File: config.mk
export PLATFORM = sky130hd
export DESIGN_NAME = gpio_writer
export DESIGN_NICKNAME = d
export VERILOG_FILES = /design/src/rtl/gpio_writer.sv
export SDC_FILE = /design/constraint.sdc
export NUM_CORES = 1
export LEC_CHECK = 0
export CORE_UTILIZATION = 44
export CTS_BUF_LIST = sky130_fd_sc_hd__clkbuf_8
export CTS_CLUSTER_DIAMETER = 80
export CTS_CLUSTER_SIZE = 14
export DETAILED_ROUTE_END_ITERATION = 8
export PLACE_DENSITY = 0.83
export SYNTH_ARGS = -nofsm -noshare
export SYNTH_HDL_FRONTEND = slang
export SYNTH_SLANG_ARGS = --single-unit
File: constraint.sdc
create_clock -name clk -period 1.82 [get_ports clk]
set_input_delay 0.273 -clock clk [delete_from_list [all_inputs] [get_ports clk]]
set_output_delay 0.273 -clock clk [all_outputs]
set_load 0.03 [all_outputs]
File: src/rtl/gpio_writer.sv
// Bit-banged GPIO command decoder: one action per w_clk high period, feeding an
// instruction assembler, a B-value AXIS source, two config registers and a start strobe.
module gpio_writer #(
    parameter logic [6:0] ADDR_INSTR   = 7'h10,
    parameter logic [6:0] ADDR_B       = 7'h11,
    parameter logic [6:0] ADDR_MAC_DEL = 7'h12,
    parameter logic [6:0] ADDR_NL_DEL  = 7'h13,
    parameter logic [6:0] ADDR_START   = 7'h14,
    parameter logic [6:0] ADDR_CLR     = 7'h15
) (
    input  logic        clk,
    input  logic        rst,
    input  logic [31:0] gpio_in,
    output logic        ack,
    output logic [63:0] instr_data,
    output logic        instr_valid,
    input  logic        instr_ready,
    output logic [15:0] b_data,
    output logic        b_valid,
    input  logic        b_ready,
    output logic [15:0] del_meas_mac_cfg,
    output logic [15:0] del_meas_nl_cfg,
    output logic        start_pulse,
    output logic [1:0]  word_cnt
);

    typedef enum logic {IDLE = 1'b0, HOLD = 1'b1} state_t;

    state_t      state;
    logic        w_clk;
    logic [6:0]  addr;
    logic [15:0] wr_data;
    logic        unused_bits;

    assign w_clk       = gpio_in[31];
    assign addr        = gpio_in[30:24];
    assign wr_data     = gpio_in[15:0];
    assign unused_bits = ^gpio_in[23:16];

    // Reset parks the FSM in HOLD so a w_clk already high at release is ignored.
    always_ff @(posedge clk or negedge rst) begin
        if (!rst) begin
            state            <= HOLD;
            ack              <= 1'b0;
            instr_valid      <= 1'b0;
            b_valid          <= 1'b0;
            start_pulse      <= 1'b0;
            word_cnt         <= 2'd0;
            instr_data       <= 64'd0;
            b_data           <= 16'd0;
            del_meas_mac_cfg <= 16'd0;
            del_meas_nl_cfg  <= 16'd0;
        end else begin
            start_pulse <= 1'b0;
            if (instr_valid && instr_ready) instr_valid <= 1'b0;
            if (b_valid && b_ready)         b_valid     <= 1'b0;

            case (state)
                IDLE: begin
                    if (w_clk) begin
                        state <= HOLD;
                        ack   <= 1'b1;
                        // Pre-edge valid flags gate the pushes, so a write landing on the
                        // handshake cycle is still rejected.
                        if (addr == ADDR_INSTR) begin
                            if (!instr_valid) begin
                                instr_data[{word_cnt, 4'd0} +: 16] <= wr_data;
                                word_cnt <= word_cnt + 2'd1;
                                if (word_cnt == 2'd3) instr_valid <= 1'b1;
                            end else begin
                                ack <= 1'b0;
                            end
                        end else if (addr == ADDR_B) begin
                            if (!b_valid) begin
                                b_data  <= wr_data;
                                b_valid <= 1'b1;
                            end else begin
                                ack <= 1'b0;
                            end
                        end else if (addr == ADDR_MAC_DEL) begin
                            del_meas_mac_cfg <= wr_data;
                        end else if (addr == ADDR_NL_DEL) begin
                            del_meas_nl_cfg <= wr_data;
                        end else if (addr == ADDR_START) begin
                            start_pulse <= 1'b1;
                        end else if (addr == ADDR_CLR) begin
                            word_cnt <= 2'd0;
                        end
                    end
                end
                HOLD: begin
                    if (!w_clk) begin
                        state <= IDLE;
                        ack   <= 1'b0;
                    end
                end
            endcase
        end
    end

endmodule

* Word level (Yosys, flattened, before mapping) *
Cells that the tools add are included.

operators by class
  order comparisons = 0
  shift operators = 2
  $add $sub $neg = 2
  $mul = 0
  reduce and logical (&&, ||, !) cells = 9
  mux-type cells = 35
  eq/ne operators = 14
  bitwise logic cells = 6
  divide/modulo/power cells = 0

operator list
  cell                                                                     number
  64-bit bitwise mux                                                       1
  16-bit by 8-bit variable shift with 64-bit output, first input constant  1
  16-bit by 8-bit variable part select with 64-bit output                  1
  7-bit by 5-bit equality test with 1-bit output, second input constant    6
  1-bit two-way mux                                                        26
  2-bit two-way mux                                                        7
  2-bit inequality test, second input constant                             7
  5-bit AND reduction                                                      2
  6-bit negator with 8-bit output                                          1
  8-bit AND reduction                                                      1
  1-bit inverter                                                           6
  6-bit AND reduction                                                      1
  4-bit AND reduction                                                      1
  2-bit by 1-bit adder with 2-bit output, second input constant            1
  2-bit equality test, second input constant                               1
  1-bit logical AND                                                        2
  1-bit one-hot mux with 2 select lines                                    1
  2-bit AND reduction                                                      1
  2-bit nonzero test                                                       1

storage, ports and cells
  memories = 0
  bits of input ports = 36
  latch bits = 0
  bits in read-only memories = 0
  RAM bits = 0
  flip-flop bits (word level) = 119

* Longest topological paths before layout *
Gate-level depths: netlist (run 1).

  word-level depth = 8
  mapped depth = 7

* Least setup slack after synthesis (run 1) *
OpenSTA, ideal clock, no wires.

  kind = reg2reg
  from = reg word_cnt[0]
  to = reg instr_data[10]
  path buffers = 1
  cell stages (with the launch flop) = 7
  setup time = 0.079 ns
  arrival = 2.144 ns
  slack = -0.403 ns
  data required time = 1.741 ns
  cell sequence = dfrtp_1 > inv_1 > ha_1 > nor3b_1 > clkbuf_1 > nand2_1 > mux2i_1

between the ends
  word-level cells in the longest chain between the ends = 3
  elaborated cells between the ends (all ways) = 4
  classes of those cells = 1 x add/sub; 2 x shift; 1 x mux

ends and longest elaborated chain
  item                                                                                                                          line  RTL
  start: declaration                                                                                                            24    output logic [1:0] word_cnt
  start signal: assignment                                                                                                      68    word_cnt <= word_cnt + 2'd1;
  6-bit negator with 8-bit output *                                                                                             67    instr_data[{word_cnt, 4'd0} +: 16] <= wr_data;
  16-bit by 8-bit variable part select with 64-bit output or 16-bit by 8-bit variable shift with 64-bit output (tied branches)  67
  64-bit bitwise mux *                                                                                                          67
  end signal: indexed assignment                                                                                                67
  end: declaration                                                                                                              15    output logic [63:0] instr_data,

Mark *: on every way between the ends. The rest lies on a longest branch, timed or not.
A chain may end at the register's enable or synchronous reset.

* Worst setup path in the final report (run 1) *
  from = reg del_meas_nl_cfg[4]
  to = out del_meas_nl_cfg[4]

RTL lines
  item                      line  RTL
  start: declaration        22    output logic [15:0] del_meas_nl_cfg,
  start signal: assignment  83    del_meas_nl_cfg <= wr_data;

No word-level cell between the ends.

==> impl_metrics.toml, run 1 <==
[clock_tree]
path_clk_slew_ns = 0.08
ctsLongestPathBuffers = 2
cts_max_level = 4
cts_sinks = 119
clockRootBuffer = "clkbuf_8"
cts_tree = "yes"
post_cts_buffers = 0
cts_buffers = 17
insertion_delay_ns = 0.43

[detailed_routing]
antenna_left = 0
drtIter0Drc = 181
wl_mm = 13.06
vias = 3696
drcViolationCount = 0
viasPerCell = 4.876
dr.pass1.iters = 5
routedWlPerCell_um = 17.23

[placed_design]
gp_congestion = 0.8108
dpl-instance-area_mm2 = 0.007051
dpl.cell_count = 724
dp_slack_ns = -0.2300
place.port_buffers = 145
dpl.hpwl_mm = 9.246

[synth]
synth_edf_count = 0
synth-seq-cells = 119
yosysWarnings = 0
synth_top_family_by_area = "multiplexers"
synth_xor_area_share_pct = 0
ys_seq_area_share_pct = 57.11
synth_flop_cell = "dfrtp_1"
avgSynthCellArea_um2 = 12.30
synth_nets = 467
synth_compound_area_share_pct = 0.6956
postSynthCellCount = 424
synth_fa_ha_area_share_pct = 1.679
synth_cell_types = 34
ys_async_sr_fraction_pct = 100.0
yosys.area_share.simple_pct = 10.24
syn_area_mm2 = 0.005216
synth.area.mux_share_pct = 23.03

[cells_and_area]
antennaDiodeCount = 0
layout_common_cells = "clkdlybuf4s50_1 (124), dfrtp_1 (116), inv_1 (69), mux2i_1 (65), nand2_1 (65)"
drive_gt1_share_pct = 20.65
fin_cells = 758
syn2layout_area_growth_pct = 44.61
fin_nets = 645
mostFrequentLayoutCell = "clkdlybuf4s50_1"
final_area_mm2 = 0.007543
utilization_pct = 65.78
n_fill_cell = 843

[sta]
drv_slew = 0
hold_violations = 0
fmax_mhz = 568.2
worst_pin_slew_ns = 0.3831
fin_ws_ns = 0.06004
setup_viol = 0
rsz0062_at_grt = "no"
timing.final.crit_share_pct = 96.70
slew-limit-headroom_pct = 74.46
final.min_clock_period_ns = 1.760
finClkSkew_ns = 0.01273

[floorplan]
die_area_mm2 = 0.01229
initial_core_util_pct = 45.49
boundaryPins = 154
coreArea_mm2 = 0.01147
dieHeight_um = 110.9
die_w_um = 110.9
row_count = 39

[global_route]
grt_use_met2_pct = 37.39
grt_max_degree = 66
grtUsageTotal_pct = 22.46
met3_usage_pct = 8.201
overflow = 0
grt_pass1_wl_mm = 21.05
met1_usage_pct = 26.76
antenna_found_initial = 0
grt_pass1_vias = 4055
grt-busiest-layer = "met2"

[run_status]
outcome = "completed"

[power_and_ir_drop]
power_leakage_nw = 4.287
ir_worst_vdd_mv = 0.6117
power_density_mw_per_mm2 = 814.0

[worst_setup_path]
slowest_delay_ns = 0.68
crit_path_end_kind = "output pin"
path_max_fanout = 2
critPathSlowestCell = "clkdlybuf4s50_1"
worst-setup-path-type = "reg -> out"
path_buf_inv = 1
critPathLaunchType = "flip-flop"
crit_arrival_ns = 1.49
required_ns = 1.55
crit_chain = "clkdlybuf4s50_1"
cpLargestDelayFamily = "buffers and inverters"

[run]
max-cap-violations = 0

[min_path]
hold_class = "in -> async"
## synthesized netlist by cell type (3+ instances only)
cell type  instances  share of area [%]
mux2_2            48                 10
nor2b_1            3               0.36
dfrtp_1          118                 57
mux2i_1           66                 13
nand4_4            4                1.6
nor2_1             3               0.22
nand2_1           65                4.7
buf_6              6                1.3
inv_1             69                5.0
clkbuf_1           6               0.43
ha_1               7                1.7
## what timing repair did
| item | CTS | global route |
|---|---|---|
| cloned | 0 | 1 |
| gates resized for setup | 4 | 20 |
| endpoints found under the hold margin | 23 | 0 |
| hold buffers | 1 | 0 |
| setup endpoints to repair | 4 | 22 |
## power by group
group,internal (mW),switching (mW)
Clock,1.30,1.12
Sequential,2.74,0.0546
Combinational,0.375,0.556
Total,4.41,1.73
## stage by stage
step                      total power, mW  hold slack [ns]  TNS, ns
final                               6.140           0.2938        0
after global routing                6.399           0.2970        0
after CTS                           6.214           0.2833        0
after detailed placement            3.784           0.2075   -15.56
after global placement              3.752           0.2055   -11.62
after floorplan                     3.303         -0.02259  -0.4644
## worst paths after layout
kind	to	slack, ns	from	cells after the start
worst min-delay path	ack	0.29	rst	2
worst max register to register	instr_data[57]	0.09	state	7
max in group asynchronous	instr_data[49]	0.81	rst	3
worst max-delay path	del_meas_nl_cfg[4]	0.06	del_meas_nl_cfg[4]	1
worst min register to register	del_meas_mac_cfg[12]	0.51	del_meas_mac_cfg[12]	1
min in group clk	state	0.33	gpio_in[31]	1
## registers in the layout, indices dropped and copies added (netlist names)
signal and flops:
ack 1, b_data 16, b_valid 1, del_meas_mac_cfg 16, del_meas_nl_cfg 16, instr_data 64, instr_valid 1, start_pulse 1
state 1, word_cnt 2
## cell type report
class                   count  area (um2)  area share, %
flip-flops and latches    119        2982          39.53
clock inverters            13       147.6          1.957
inverters                  69       259.0          3.433
clock buffers              19       261.5          3.467
multi-input cells         219        1871          24.80
well taps                 143       178.9          2.372
repair buffers            176        1844          24.45
## layer usage
| metal | routed length (um) | part of all wire (%) |
|---|---|---|
| met5 | 0 | 0 |
| met4 | 154 | 1.2 |
| met2 | 6503 | 50 |
| met1 | 5554 | 43 |
| met3 | 845 | 6.5 |
## logic make-up (layout without fill, tap and decap cells)
group,Yosys count,after routing
adder cells (fa/ha/maj),7,7
buffers and inverters,86,277
AND/OR/NAND/NOR,93,93
flip-flops,119,119
multiplexers,114,114
AO/OA/AOI/OAI,5,5
Power figures use the tool's default switching activity.
==> inputs of run 2 (changes only) <==
SLEW_MARGIN = 20   (was default)
clock period = 1.55 ns   (was 1.82 ns; I/O delays follow)
==> run 2 against run 1 <==
Compared with the run above:
- the run now ends with negative setup slack left
- non-clock buffer count increased by 14
- global-route usage increased by 1.7 points
- count of clock-buffer cells in the layout unchanged
- sequential cell count unchanged
- largest power group unchanged
==> impl_metrics.toml, run 2 (synthesis results as in run 1) <==
[sta]
hold-worst-slack_ns = 0.1951
finClkSkew_ns = 0.008737
drv_slew = 0
timing.final.crit_share_pct = 102.6
setup_viol = 17
final.min_clock_period_ns = 1.590
hold_violations = 0
rsz0062_at_grt = "yes"
fmax_mhz = 628.8
fin_ws_ns = -0.04038
worst_pin_slew_ns = 0.4967
slew-limit-headroom_pct = 66.78
tns_ns = -0.2560

[detailed_routing]
viasPerCell = 5.077
wl_mm = 14.52
dr.pass1.iters = 4
vias = 3914
antenna_left = 0
drtIter0Drc = 154
routedWlPerCell_um = 18.83
drcViolationCount = 0

[run_status]
violations = "negative setup slack"
outcome = "complete, but fails checks"

[global_route]
overflow = 0
grt_pass1_wl_mm = 22.95
grt_max_degree = 48
antenna_found_initial = 0
grt_pass1_vias = 4235
grtUsageTotal_pct = 24.14

[cells_and_area]
fin_cells = 771
final_area_mm2 = 0.007801
utilization_pct = 68.03
n_fill_cell = 880
mostFrequentLayoutCell = "dlygate4sd2_1"
fin_nets = 659
drive_gt1_share_pct = 27.55
layout_common_cells = "dlygate4sd2_1 (117), dfrtp_1 (115), inv_1 (69), mux2i_1 (65), nand2_1 (41)"
antennaDiodeCount = 0
largest_reg_flops = 64
syn2layout_area_growth_pct = 49.56
top_register = "instr_data"

[placed_design]
dpl.cell_count = 725
gp_congestion = 0.8503
place.port_buffers = 145
dpl.hpwl_mm = 9.755
dp_slack_ns = -0.6305
dpl-instance-area_mm2 = 0.007177

[run]
max-cap-violations = 0

[clock_tree]
cts_max_level = 4
cts_tree = "yes"
clockRootBuffer = "clkbuf_8"
path_clk_slew_ns = 0.07
insertion_delay_ns = 0.41
cts_buffers = 17
cts_sinks = 119
ctsLongestPathBuffers = 2

[worst_setup_path]
crit_arrival_ns = 1.91
startpoint = "word_cnt[0]"
crit_path_end_kind = "flip-flop"
required_ns = 1.87
worst-setup-path-type = "reg -> reg"
path_max_fanout = 8
critPathLaunchType = "flip-flop"
worstReg2RegStart = "word_cnt[0]"

[power_and_ir_drop]
power_density_mw_per_mm2 = 949.8
power_leakage_nw = 4.382
p_total_mw = 7.410
ir_worst_vdd_mv = 0.6300

[floorplan]
die_area_mm2 = 0.01229
boundaryPins = 154
row_count = 39
initial_core_util_pct = 45.49
dieHeight_um = 110.9
die_w_um = 110.9
coreArea_mm2 = 0.01147

[min_path]
hold_class = "in -> async"
run 2: changes by cell type in the layout (fill, tap and decap cells not counted), sizes merged:
| cell | change |
|---|---|
| clkdlybuf4s50 | -100 |
| dlygate4sd2 | +113 |
| clkbuf | +1 |
| bufbuf | +1 |
| buf | +13 |
| clkdlybuf4s15 | +1 |
| dlymetal6s2s | -15 |
| bufinv | +1 |
| clkinv | -1 |
| clkinvlp | -2 |
| inv | +1 |
run 2: worst paths after layout:
kind                                   to  slack [ns]  depth (start not counted)
hold / removal                 b_data[11]        0.20                          2
min in group clk                  b_valid        0.38                          2
setup / recovery           instr_data[43]       -0.04                          7
setup reg to reg           instr_data[43]       -0.04                          7
hold reg to reg                b_data[15]        0.50                          1
max in group asynchronous  instr_data[14]        0.82                          3
run 2: layout make-up:
class                      count  area, um2  area share, %
clock inverter                12      136.4          1.748
clock buffer                  19      261.5          3.352
inverter                      69      264.0          3.384
tap                          143      178.9          2.294
sequential                   119       2983          38.24
timing repair buffer         190       1904          24.41
multi-input combinational    219       2073          26.58
run 2: per-layer routing:
| layer | track usage, % | wire [um] |
|---|---|---|
| met1 | 28.53 | 5987 |
| met3 | 9.131 | 1149 |
| met5 | 0 | 0 |
| met2 | 41.33 | 7228 |
| met4 | 6.044 | 156 |
run 2: what timing repair did:
item                       CTS  global route
setup buffers                8             3
resized for setup          140            38
hold buffers                 1             0
hold endpoints to repair   118             0
gates cloned                 3             2
setup endpoints to repair  223            94
pin swaps                    6             4
run 2: critical path: stages, from the launching register on:
cell	delay, ns
dfrtp_2	0.41
inv_4	0.06
ha_4	0.31
buf_6	0.10
nor3b_4	0.22
buf_6	0.18
nand2_2	0.05
mux2i_1	0.17
run 2: where the power goes:
group / switching, mW / internal, mW
Combinational: 0.756 / 0.561
Sequential: 0.0636 / 3.22
Clock: 1.18 / 1.64
==> inputs of run 3 (changes only) <==
CORE_UTILIZATION = 52   (was 44)
PLACE_DENSITY = 0.92   (was 0.83)
clock period = 2.1 ns   (was 1.55 ns; I/O delays follow)
==> run 3 against run 2 <==
Compared with the run above:
- the run now ends clean
- combinational power shrank 38%
- sequential share of layout area grew 1.9 points
- clock power shrank 30%
- sequential cell count is the same
- sequential power shrank 26%
- critical endpoint is now word_cnt[0]
- via count shrank 3.4%
- core utilization grew 8.3 points
- non-clock buffer count shrank 18
- die area shrank 15%
- count of clock-buffer cells in the layout shrank 1
==> impl_metrics.toml, run 3 (synthesis results as in run 1) <==
[global_route]
antenna_found_initial = 0
grt_max_degree = 72
overflow = 0
grt_pass1_vias = 3941
grtUsageTotal_pct = 26.87
grt_pass1_wl_mm = 20.37

[power_and_ir_drop]
power_leakage_nw = 4.077
power_density_mw_per_mm2 = 700.2
ir_worst_vdd_mv = 0.5100

[detailed_routing]
dr.pass1.iters = 4
viasPerCell = 5.082
antenna_left = 0
drtIter0Drc = 151
wl_mm = 13.22
drcViolationCount = 0
vias = 3781
routedWlPerCell_um = 17.77

[cells_and_area]
drive_gt1_share_pct = 19.31
fin_nets = 641
mostFrequentLayoutCell = "clkdlybuf4s50_1"
top_register = "instr_data"
utilization_pct = 76.29
final_area_mm2 = 0.007422
syn2layout_area_growth_pct = 42.29
n_fill_cell = 625
antennaDiodeCount = 0
layout_common_cells = "clkdlybuf4s50_1 (144), dfrtp_1 (118), inv_1 (70), mux2i_1 (66), nand2_1 (65)"
largest_reg_flops = 64

[placed_design]
place.port_buffers = 145
dp_slack_ns = 0.04998
dpl.hpwl_mm = 9.336
dpl-instance-area_mm2 = 0.007038
gp_congestion = 0.8313

[worst_setup_path]
path_buf_inv = 2
reg2reg_depth = 7
crit_chain = "buf_4 > clkdlybuf4s50_1"
crit_arrival_ns = 1.62
required_ns = 1.78
worst-setup-path-type = "reg -> out"
slowest_delay_ns = 0.68
cp_num_cells = 2
path_max_fanout = 8
critPathSlowestCell = "clkdlybuf4s50_1"
crit_path_end_kind = "output pin"
cpLargestDelayFamily = "buffers and inverters"
critPathLaunchType = "flip-flop"

[sta]
tns_ns = 0
fin_ws_ns = 0.1656
worst_pin_slew_ns = 0.4753
timing.final.crit_share_pct = 92.12
slew-limit-headroom_pct = 68.31
drv_slew = 0
setup_viol = 0
final.min_clock_period_ns = 1.934
finClkSkew_ns = 0.01098
fmax_mhz = 516.9
rsz0062_at_grt = "no"
hold_violations = 0

[run_status]
outcome = "completed"

[run]
max-cap-violations = 0

[floorplan]
die_w_um = 102.2
die_area_mm2 = 0.01044
boundaryPins = 154
row_count = 36
initial_core_util_pct = 53.61
dieHeight_um = 102.2
coreArea_mm2 = 0.009729

[clock_tree]
post_cts_buffers = 0
cts_tree = "yes"
insertion_delay_ns = 0.44
path_clk_slew_ns = 0.08
clockRootBuffer = "clkbuf_8"
cts_max_level = 4
cts_buffers = 17
cts_sinks = 119
ctsLongestPathBuffers = 2

[min_path]
hold_class = "in -> async"
run 3: changes by cell type in the layout (fill, tap and decap cells not counted), moves of 4 or more:
cell             previous run  this run
nand2_2                    23         0
inv_6                       0         4
nand2_1                    41        65
dlygate4sd2_1             117         0
buf_6                      10         0
mux2_2                     37        48
clkdlybuf4s50_1            24       144
mux2_4                     11         0
run 3: repair_timing:
item / 4_1_cts / 5_1_grt
hold buffers: 1 / 0
endpoints found under the hold margin: 10 / 0
gates resized for setup: 0 / 0
run 3: path summary, 6_finish.rpt:
| path | start | endpoint | slack, ns |
|---|---|---|---|
| min in group clk | gpio_in[31] | state | 0.37 |
| min reg2reg | del_meas_nl_cfg[1] | del_meas_nl_cfg[1] | 0.51 |
| max | word_cnt[0] | word_cnt[0] | 0.17 |
| max reg2reg | state | instr_data[16] | 0.33 |
| max in group asynchronous | rst | state | 1.12 |
| min | rst | instr_data[12] | 0.25 |
run 3: metrics by stage:
step           hold slack [ns]  cells  total power [mW]
2_1_floorplan          0.01941    424             2.856
3_3_place_gp            0.1626    711             3.252
3_5_place_dp            0.1616    711             3.282
4_1_cts                 0.2301    744             5.229
5_1_grt                 0.2663    744             5.385
6_report                0.2468    744             5.197
run 3: cell type report:
| class | instances | area (um2) | area share, % |
|---|---|---|---|
| clock buffers | 18 | 247.7 | 3.338 |
| well taps | 133 | 166.4 | 2.242 |
| multi-input cells | 219 | 1864 | 25.12 |
| flip-flops and latches | 119 | 2979 | 40.14 |
| repair buffers | 172 | 1779 | 23.97 |
| inverters | 69 | 259.0 | 3.490 |
| clock inverters | 14 | 126.4 | 1.703 |
run 3: power breakdown:
part           internal, mW  switching, mW  total, mW  leakage [nW]
combinational         0.342          0.481      0.823          2.58
sequential             2.37         0.0458       2.42          1.31
clock                 0.973          0.983       1.96         0.184
total                  3.69           1.51       5.20          4.08
run 3: routing by layer:
metal / vias up / GRT usage (%) / share of wire, %
li1: 1730 / - / -
met1: 1868 / 30.29 / 38
met5: - / 0 / 0
met2: 147 / 46.00 / 52
met4: 0 / 14.73 / 3.4
met3: 36 / 7.798 / 6.5
